[src/rtl/seqment_hex_decoder.sv]
// Registered hex-to-seven-segment decoder for a single digit.
// Segment order is {g,f,e,d,c,b,a}; ACTIVE_LOW selects the drive polarity.
module seqment_hex_decoder #(
    parameter bit ACTIVE_LOW = 1'b1
) (
    input  logic       clk,
    input  logic       rst,
    input  logic       en,
    input  logic       blank,
    input  logic [3:0] hex_in,
    output logic [6:0] seg_out
);

    localparam logic [6:0] SEG_OFF = ACTIVE_LOW ? 7'b1111111 : 7'b0000000;

    logic [6:0] seg_low;
    logic [6:0] seg_dec;
    logic [6:0] seg_q = SEG_OFF;

    // Glyph table is kept in active-low form; unknown nibbles fall to dark.
    always_comb begin
        seg_low = 7'b1111111;
        case (hex_in)
            4'h0:    seg_low = 7'b1000000;
            4'h1:    seg_low = 7'b1111001;
            4'h2:    seg_low = 7'b0100100;
            4'h3:    seg_low = 7'b0110000;
            4'h4:    seg_low = 7'b0011001;
            4'h5:    seg_low = 7'b0010010;
            4'h6:    seg_low = 7'b0000010;
            4'h7:    seg_low = 7'b1111000;
            4'h8:    seg_low = 7'b0000000;
            4'h9:    seg_low = 7'b0010000;
            4'hA:    seg_low = 7'b0001000;
            4'hB:    seg_low = 7'b0000011;
            4'hC:    seg_low = 7'b1000110;
            4'hD:    seg_low = 7'b0100001;
            4'hE:    seg_low = 7'b0000110;
            4'hF:    seg_low = 7'b0001110;
            default: seg_low = 7'b1111111;
        endcase
    end

    assign seg_dec = ACTIVE_LOW ? seg_low : ~seg_low;

    always_ff @(posedge clk) begin
        if (rst) begin
            seg_q <= SEG_OFF;
        end else if (blank) begin
            seg_q <= SEG_OFF;
        end else if (en) begin
            seg_q <= seg_dec;
        end
    end

    assign seg_out = seg_q;

endmodule

[config.mk]
export PLATFORM = sky130hd
export DESIGN_NAME = seqment_hex_decoder
export DESIGN_NICKNAME = d
export VERILOG_FILES = /design/src/rtl/seqment_hex_decoder.sv
export SDC_FILE = /design/constraint.sdc
export NUM_CORES = 1
export LEC_CHECK = 0
export CORE_AREA = 2 2 39 41
export CTS_CLUSTER_SIZE = 25
export DETAILED_ROUTE_END_ITERATION = 8
export DIE_AREA = 0 0 41 43
export DONT_BUFFER_PORTS = 1
export GPL_TIMING_DRIVEN = 0
export MAX_ROUTING_LAYER = met4
export PLACE_DENSITY = 0.58
export RECOVER_POWER = 100
export SLEW_MARGIN = 20
export SYNTH_ARGS = -nofsm -noshare
export SYNTH_HDL_FRONTEND = slang
export SYNTH_SLANG_ARGS = --single-unit
[constraint.sdc]
create_clock -name clk -period 1.8 [get_ports clk]
set_input_delay 0.36 -clock clk [delete_from_list [all_inputs] [get_ports clk]]
set_output_delay 0.36 -clock clk [all_outputs]
set_load 0.03 [all_outputs]
* After elaboration in Yosys (flattened, before gate mapping)
Memories as Yosys holds them, arrays and structs flattened. A register that Yosys moved wholly into a read port is not among the register bits.
Cells that the tools add are included.
** Word-level totals
- Register bits :: 0
- Latch bits :: 0
- Memory bits (writable) :: 0
- ROM bits :: 112
- Word-level logic and storage cells :: 2
- Memories kept :: 1
** Memories
- (name not given) :: words 16, width 7, read ports 1, clocked after Yosys merged registers in 1, wr ports 0, RTL line 23 : case (hex_in)
** Cells by class
- Add/sub/neg operators :: 0
- $mul :: 0
- Div/mod/pow operators :: 0
- Order comparisons :: 0
- Equality and inequality tests :: 0
- Shift-type cells :: 0
- Mux-type cells :: 0
- Bitwise operators :: 0
- Reduce and logical (&&, ||, !) cells :: 1
** Operators with widths (count)
- $reduce_or A2 Y1 :: 1

* Logic depth before layout (Yosys ltp)
Gate-level depths: netlist (run 1).
- Depth in word-level cells :: 1
- Depth in mapped cells :: 5

* Worst setup path after synthesis (run 1)
Ideal clock, no wire load.
- Path type :: input-to-reg
- Start :: input port hex_in[1]
- End :: register seg_q[3], in the netlist seg_out[3]
- Library setup time :: 0.136 ns
- Arrival time :: 1.080 ns
- Required time :: 1.664 ns
- Slack :: 0.584 ns
- Stages :: 5
- Cell sequence :: inv_1 > ha_1 > and2b_2 > a211oi_1 > o31ai_1
** RTL lines
- start: declaration :: RTL line 10 : input logic [3:0] hex_in,
- end: declaration :: RTL line 18 : logic [6:0] seg_q = SEG_OFF;

* Worst setup path in the final report (run 1)
- Start :: register seg_q[3], in the netlist seg_out[3]
- End :: output port seg_out[3]
** RTL lines
- end: declaration :: RTL line 11 : output logic [6:0] seg_out
No word-level cell between the ends.

==> results of run 1 <==
[final timing paths]
path                                           endpoint  slack [ps]  depth (start not counted)
worst max-delay path                         seg_out[3]         680                          0
worst max register to register  seg_out[2]$_SDFFE_PP1P_         860                          3
worst min-delay path            seg_out[1]$_SDFFE_PP1P_         300                          2
worst min register to register  seg_out[0]$_SDFFE_PP1P_         640                          2
[per-layer routing]
metal / routed length, µm / up-vias
met3: 59 / 4
li1: - / 201
met5: 0 / -
met4: 42 / 0
met2: 405 / 11
met1: 452 / 174
[worst reg2reg max path, cell delays in order, from the launching register on]
cell      delay [ps]
dfxtp_1          500
inv_1             70
o32a_1           170
o311ai_0          90
[power by group through the flow]
stage / clock [mW] / sequential [mW] / combinational, mW
6_report: 0.145 / 0.183 / 0.0723
5_1_grt: 0.159 / 0.184 / 0.0811
4_1_cts: 0.151 / 0.183 / 0.0744
3_5_place_dp: 0 / 0.186 / 0.0741
3_3_place_gp: 0 / 0.186 / 0.0745
2_1_floorplan: 0 / 0.185 / 0.0635
[layout make-up]
type	count	area, µm²
multi-input combinational	38	341.6
tap	16	20.02
clock buffer	4	26.28
sequential	7	140.1
fill	144	794.5
inverter	6	22.52
buffer	3	38.79
[kinds of logic after synthesis]
group	count (synthesis)	share of synthesized area (%)
compound gates	13	20.60
simple gates	13	17.39
buf+inv	9	11.21
fa+ha+maj	7	16.02
flops	7	25.63
mux	5	9.154
[synthesized netlist by cell type (2+ instances only)]
master and instances:
a211oi_1 2, dfxtp_1 7, ha_1 7, inv_1 6, mux2i_1 5, nand2b_1 4
nor2_1 2, o2111ai_1 2
[stage by stage]
stage | area (µm²) | hold WS, ps
after floorplan | 546.8 | 522.3
after global placement | 566.8 | 558.7
after detailed placement | 566.8 | 557.2
after CTS | 593.1 | 288.2
after global routing | 589.3 | 327.5
final | 589.3 | 299.2
==> results.yml, run 1 <==
power_and_ir_drop:
  power_density_nw_per_um2: 678.0
  max-vdd-ir-drop_mv: 0.2763
  p_comb_share_pct: 18.1
  power_mw: 0.3995
  pwr-share-clk_pct: 36.2
  p_int_mw: 0.2834
  p_leak_nw: 0.2780
  power_switching_mw: 0.1161
  pwr-share-seq_pct: 45.7
  switching_share_pct: 29.07
job:
  cap_violations: 0
timing:
  fin_crit_sh_pct: 62.28
  tightest_slew_ps: 452.4
  slew-limit-headroom_pct: 69.73
  hold_viol_final: 0
  fin_crit_ps: 1121
  fmax_mhz: 892.0
  setup_tns_ps: 0
  fin_ws_ps: 678.9
  rsz0062_at_grt: "false"
  fin_skew_ps: 0
  setup-violations-final: 0
  slew_viol_final: 0
floorplanning:
  die_w_um: 41
  fp.dieH_um: 43
  io-pin-count: 15
  rows: 14
  core_area_um2: 1384
  start_util_pct: 39.51
  die_area_um2: 1763
place:
  finalWeightedCongestion: 0.7579
  dp.cells: 70
  pre_cts_ws_ps: 473.9
  port_buffers: 0
  hpwlAfterDp_um: 733.5
worst_setup_path:
  start_kind: "flip-flop"
  crit_fanout: 2
  critPathLaunch: "seg_out[3]$_SDFFE_PP1P_"
  crit_type: "reg2out"
  cp-end-kind: "primary output"
  r2r-start: "seg_out[2]$_SDFFE_PP1P_"
  cp.arrival_ps: 760
  crit_required_ps: 1440
synth:
  netlist_instances: 54
  synth_cell_types: 27
  synthFlopType: "dfxtp_1"
  ys_ff_latch: 7
  syn_avg_cell_area_um2: 10.13
  ys_seq_area_share_pct: 25.63
  synth_top_area_share_pct: 25.63
  synth_area_leaders: "dfxtp_1 26%, ha_1 16%, mux2i_1 9.2%, nand2b_1 4.6%, inv_1 4.1%"
  yosys_warnings: 0
  synth_edf_count: 0
  async_flop_share_pct: 0
  synthesis.area_um2: 546.8
  synth_top_cell_by_area: "dfxtp_1"
  syn-num-nets: 69
clock_network:
  clkLatencyLatePin_ps: 250
  ctsResizeCount: 0
  cts.clk_slew.worst_paths_ps: 50
  cts.sinks: 7
  postCtsHoldBufs: 0
  cts_tree: "built"
  cts_buffers: 3
  htree_levels: 1
  cts.path.max_buffers: 2
  cts_post_setup_buffers_inserted: 0
  cts-root-buf: "clkbuf_4"
hold_path:
  min_path_type: "in2reg"
  min_from: "hex_in[0]"
global_route:
  grt_max_degree: 11
  top_usage_layer: "met2"
  grt_pass1_vias: 375
  global_route.usage.met1_pct: 16.61
  grt_first_pass_wirelength_mm: 1.614
  antenna_found_initial: 0
  gr-usage-all-layers_pct: 13.96
  met2_usage_pct: 18.44
  overflow: 0
  gr-usage-met3_pct: 3.665
cells_and_area:
  drive_gt1_share_pct: 20.69
  area_growth_pct: 7.780
  num_antenna_cells: 0
  final_cell_mix: "7 x ha_1, 7 x dfxtp_1, 6 x inv_1"
  largest_register_ffs: 7
  nets: 74
  finalNonFillerCells: 74
  post-route-util_pct: 42.59
route:
  wl_per_cell_um: 12.96
  drt-total-wl_um: 959
  vias: 390
  drt-initial-drc-count: 8
  route.detailed.drc: 0
  dr.pass1.iters: 2
  routed_via_density: 5.270
  antenna_left: 0
status:
  status: "complete, no violations"
Power figures use the tool's default switching activity.
==> run 2: changes to the inputs <==
==> constraint.sdc (replaced) <==
create_clock -name clk -period 1.1 [get_ports clk]
set_input_delay 0.22 -clock clk [delete_from_list [all_inputs] [get_ports clk]]
set_output_delay 0.22 -clock clk [all_outputs]
set_load 0.03 [all_outputs]
==> results of run 2 <==
The final DEF is identical to that of run 1. Status: complete, no violations.
Among the figures that moved: setup slack after placement 473.9 ps -> -86.07 ps; setup slack after layout 678.9 ps -> 118.9 ps; hold slack 299.2 ps -> 159.2 ps; register-to-register setup slack 860 ps -> 160 ps; total power 0.3995 mW -> 0.6538 mW; worst IR drop on VDD 0.2763 mV -> 0.4521 mV
==> run 3: changes to the inputs <==
--- a/config.mk
+++ b/config.mk
@@ -5,14 +5,14 @@
 export SDC_FILE = /design/constraint.sdc
 export NUM_CORES = 1
 export LEC_CHECK = 0
-export CORE_AREA = 2 2 39 41
+export CORE_MARGIN = 2
+export CORE_UTILIZATION = 29
 export CTS_CLUSTER_SIZE = 25
 export DETAILED_ROUTE_END_ITERATION = 8
-export DIE_AREA = 0 0 41 43
 export DONT_BUFFER_PORTS = 1
 export GPL_TIMING_DRIVEN = 0
 export MAX_ROUTING_LAYER = met4
-export PLACE_DENSITY = 0.58
+export PLACE_DENSITY = 0.46
 export RECOVER_POWER = 100
 export SLEW_MARGIN = 20
 export SYNTH_ARGS = -nofsm -noshare
==> results.yml, run 3 (synthesis gave the netlist of run 1 again) <==
status:
  status: "complete, no violations"
worst_setup_path:
  cp-end-kind: "primary output"
  worstRegToRegCells: 3
  cp.arrival_ps: 770
  r2r-start: "seg_out[2]$_SDFFE_PP1P_"
  start_kind: "flip-flop"
  crit_required_ps: 880
  reg2reg_to: "seg_out[2]$_SDFFE_PP1P_"
  regToRegSetupSlack_ps: 150
  crit_fanout: 2
  crit_type: "reg2out"
timing:
  fin_crit_ps: 988.7
  slew_viol_final: 0
  slew-limit-headroom_pct: 67.54
  fin_crit_sh_pct: 89.88
  fin_skew_ps: 0
  tightest_slew_ps: 485.2
  hold_viol_final: 0
  setup_tns_ps: 0
  fmax_mhz: 1011
  setup-violations-final: 0
  rsz0062_at_grt: "false"
  whs_ps: 146.3
floorplanning:
  io-pin-count: 15
  start_util_pct: 31.33
  fp.dieH_um: 47.42
  core_area_um2: 1745
  die_area_um2: 2249
  rows: 15
  die_w_um: 47.42
power_and_ir_drop:
  p_comb_share_pct: 17.8
  power_density_nw_per_um2: 1112
  pwr-share-clk_pct: 37.5
  power_switching_mw: 0.2032
  max-vdd-ir-drop_mv: 0.3960
  power_mw: 0.6676
  p_leak_nw: 0.2780
  switching_share_pct: 30.44
  pwr-share-seq_pct: 44.7
  p_int_mw: 0.4644
route:
  routed_via_density: 4.928
  vias: 409
  antenna_left: 0
  wl_per_cell_um: 12.37
  dr.pass1.iters: 4
  drt-initial-drc-count: 10
  drt-total-wl_mm: 1.027
  route.detailed.drc: 0
place:
  hpwlAfterDp_um: 794.2
  finalWeightedCongestion: 0.7260
  port_buffers: 0
global_route:
  grt_max_degree: 11
  grt_pass1_vias: 395
  grt_first_pass_wirelength_mm: 1.725
  gr-usage-all-layers_pct: 11.71
  antenna_found_initial: 0
  overflow: 0
hold_path:
  min_path_cells: 2
  min_path_type: "in2reg"
  whs_endpoint: "seg_out[1]$_SDFFE_PP1P_"
  min_from: "hex_in[0]"
cells_and_area:
  drive_gt1_share_pct: 20.69
  nets: 74
  area_growth_pct: 9.840
  post-route-util_pct: 34.41
  largest_register_ffs: 7
  final_cell_mix: "7 x ha_1, 7 x dfxtp_1, 6 x inv_1"
  num_antenna_cells: 0
clock_network:
  cts_tree: "built"
  ctsResizeCount: 0
  cts_post_setup_buffers_inserted: 0
  htree_levels: 1
  cts-root-buf: "clkbuf_4"
  postCtsHoldBufs: 0
  cts.path.max_buffers: 2
  cts.clk_slew.worst_paths_ps: 60
  cts.sinks: 7
  cts_buffers: 3
  clkLatencyLatePin_ps: 260
job:
  cap_violations: 0
run 3: stage by stage:
step           worst slack, ps  cells  instance area, µm²
2_1_floorplan            23.80     54               546.8
3_3_place_gp            -78.67     79               578.1
3_5_place_dp            -59.59     79               578.1
4_1_cts                  110.5     83               604.3
5_1_grt                  65.72     83               600.6
6_report                 111.3     83               600.6
run 3: worst max-delay path by stage:
stage / from / endpoint / slack (ps) / cells past startpoint
6_report: seg_out[3]$_SDFFE_PP1P_ / seg_out[3] / 110 / 0
2_1_floorplan: hex_in[1] / seg_out[3]$_SDFFE_PP1P_ / 20 / 5
3_5_place_dp: hex_in[1] / seg_out[3]$_SDFFE_PP1P_ / -60 / 5
4_1_cts: seg_out[6]$_SDFFE_PP1P_ / seg_out[6] / 110 / 0
5_1_grt: seg_out[2]$_SDFFE_PP1P_ / seg_out[2]$_SDFFE_PP1P_ / 70 / 3
3_3_place_gp: hex_in[1] / seg_out[3]$_SDFFE_PP1P_ / -80 / 5
run 3: cell type report:
cell class	instances	area [µm²]
Multi-Input combinational cell	38	341.6
Tap cell	25	31.28
Fill cell	191	1145
Clock buffer	4	26.28
Buffer	3	38.79
Sequential cell	7	140.1
Inverter	6	22.52
run 3: routing by layer:
| layer | vias to the layer above | global-route usage (%) | wire [µm] | part of all wire, % |
|---|---|---|---|---|
| met5 | - | - | 0 | 0 |
| met4 | 0 | 6.667 | 17 | 1.7 |
| met3 | 3 | 3.019 | 69 | 6.7 |
| met2 | 16 | 16.76 | 423 | 41 |
| met1 | 187 | 14.77 | 516 | 50 |
| li1 | 203 | - | - | - |
run 3: power by group through the flow:
| stage | registers (mW) | logic, mW | clock network (mW) |
|---|---|---|---|
| finish | 0.299 | 0.119 | 0.250 |
| CTS | 0.299 | 0.123 | 0.251 |
| detailed placement | 0.305 | 0.123 | 0 |
| global route | 0.301 | 0.135 | 0.265 |
| global placement | 0.305 | 0.123 | 0 |
| floorplan | 0.303 | 0.104 | 0 |
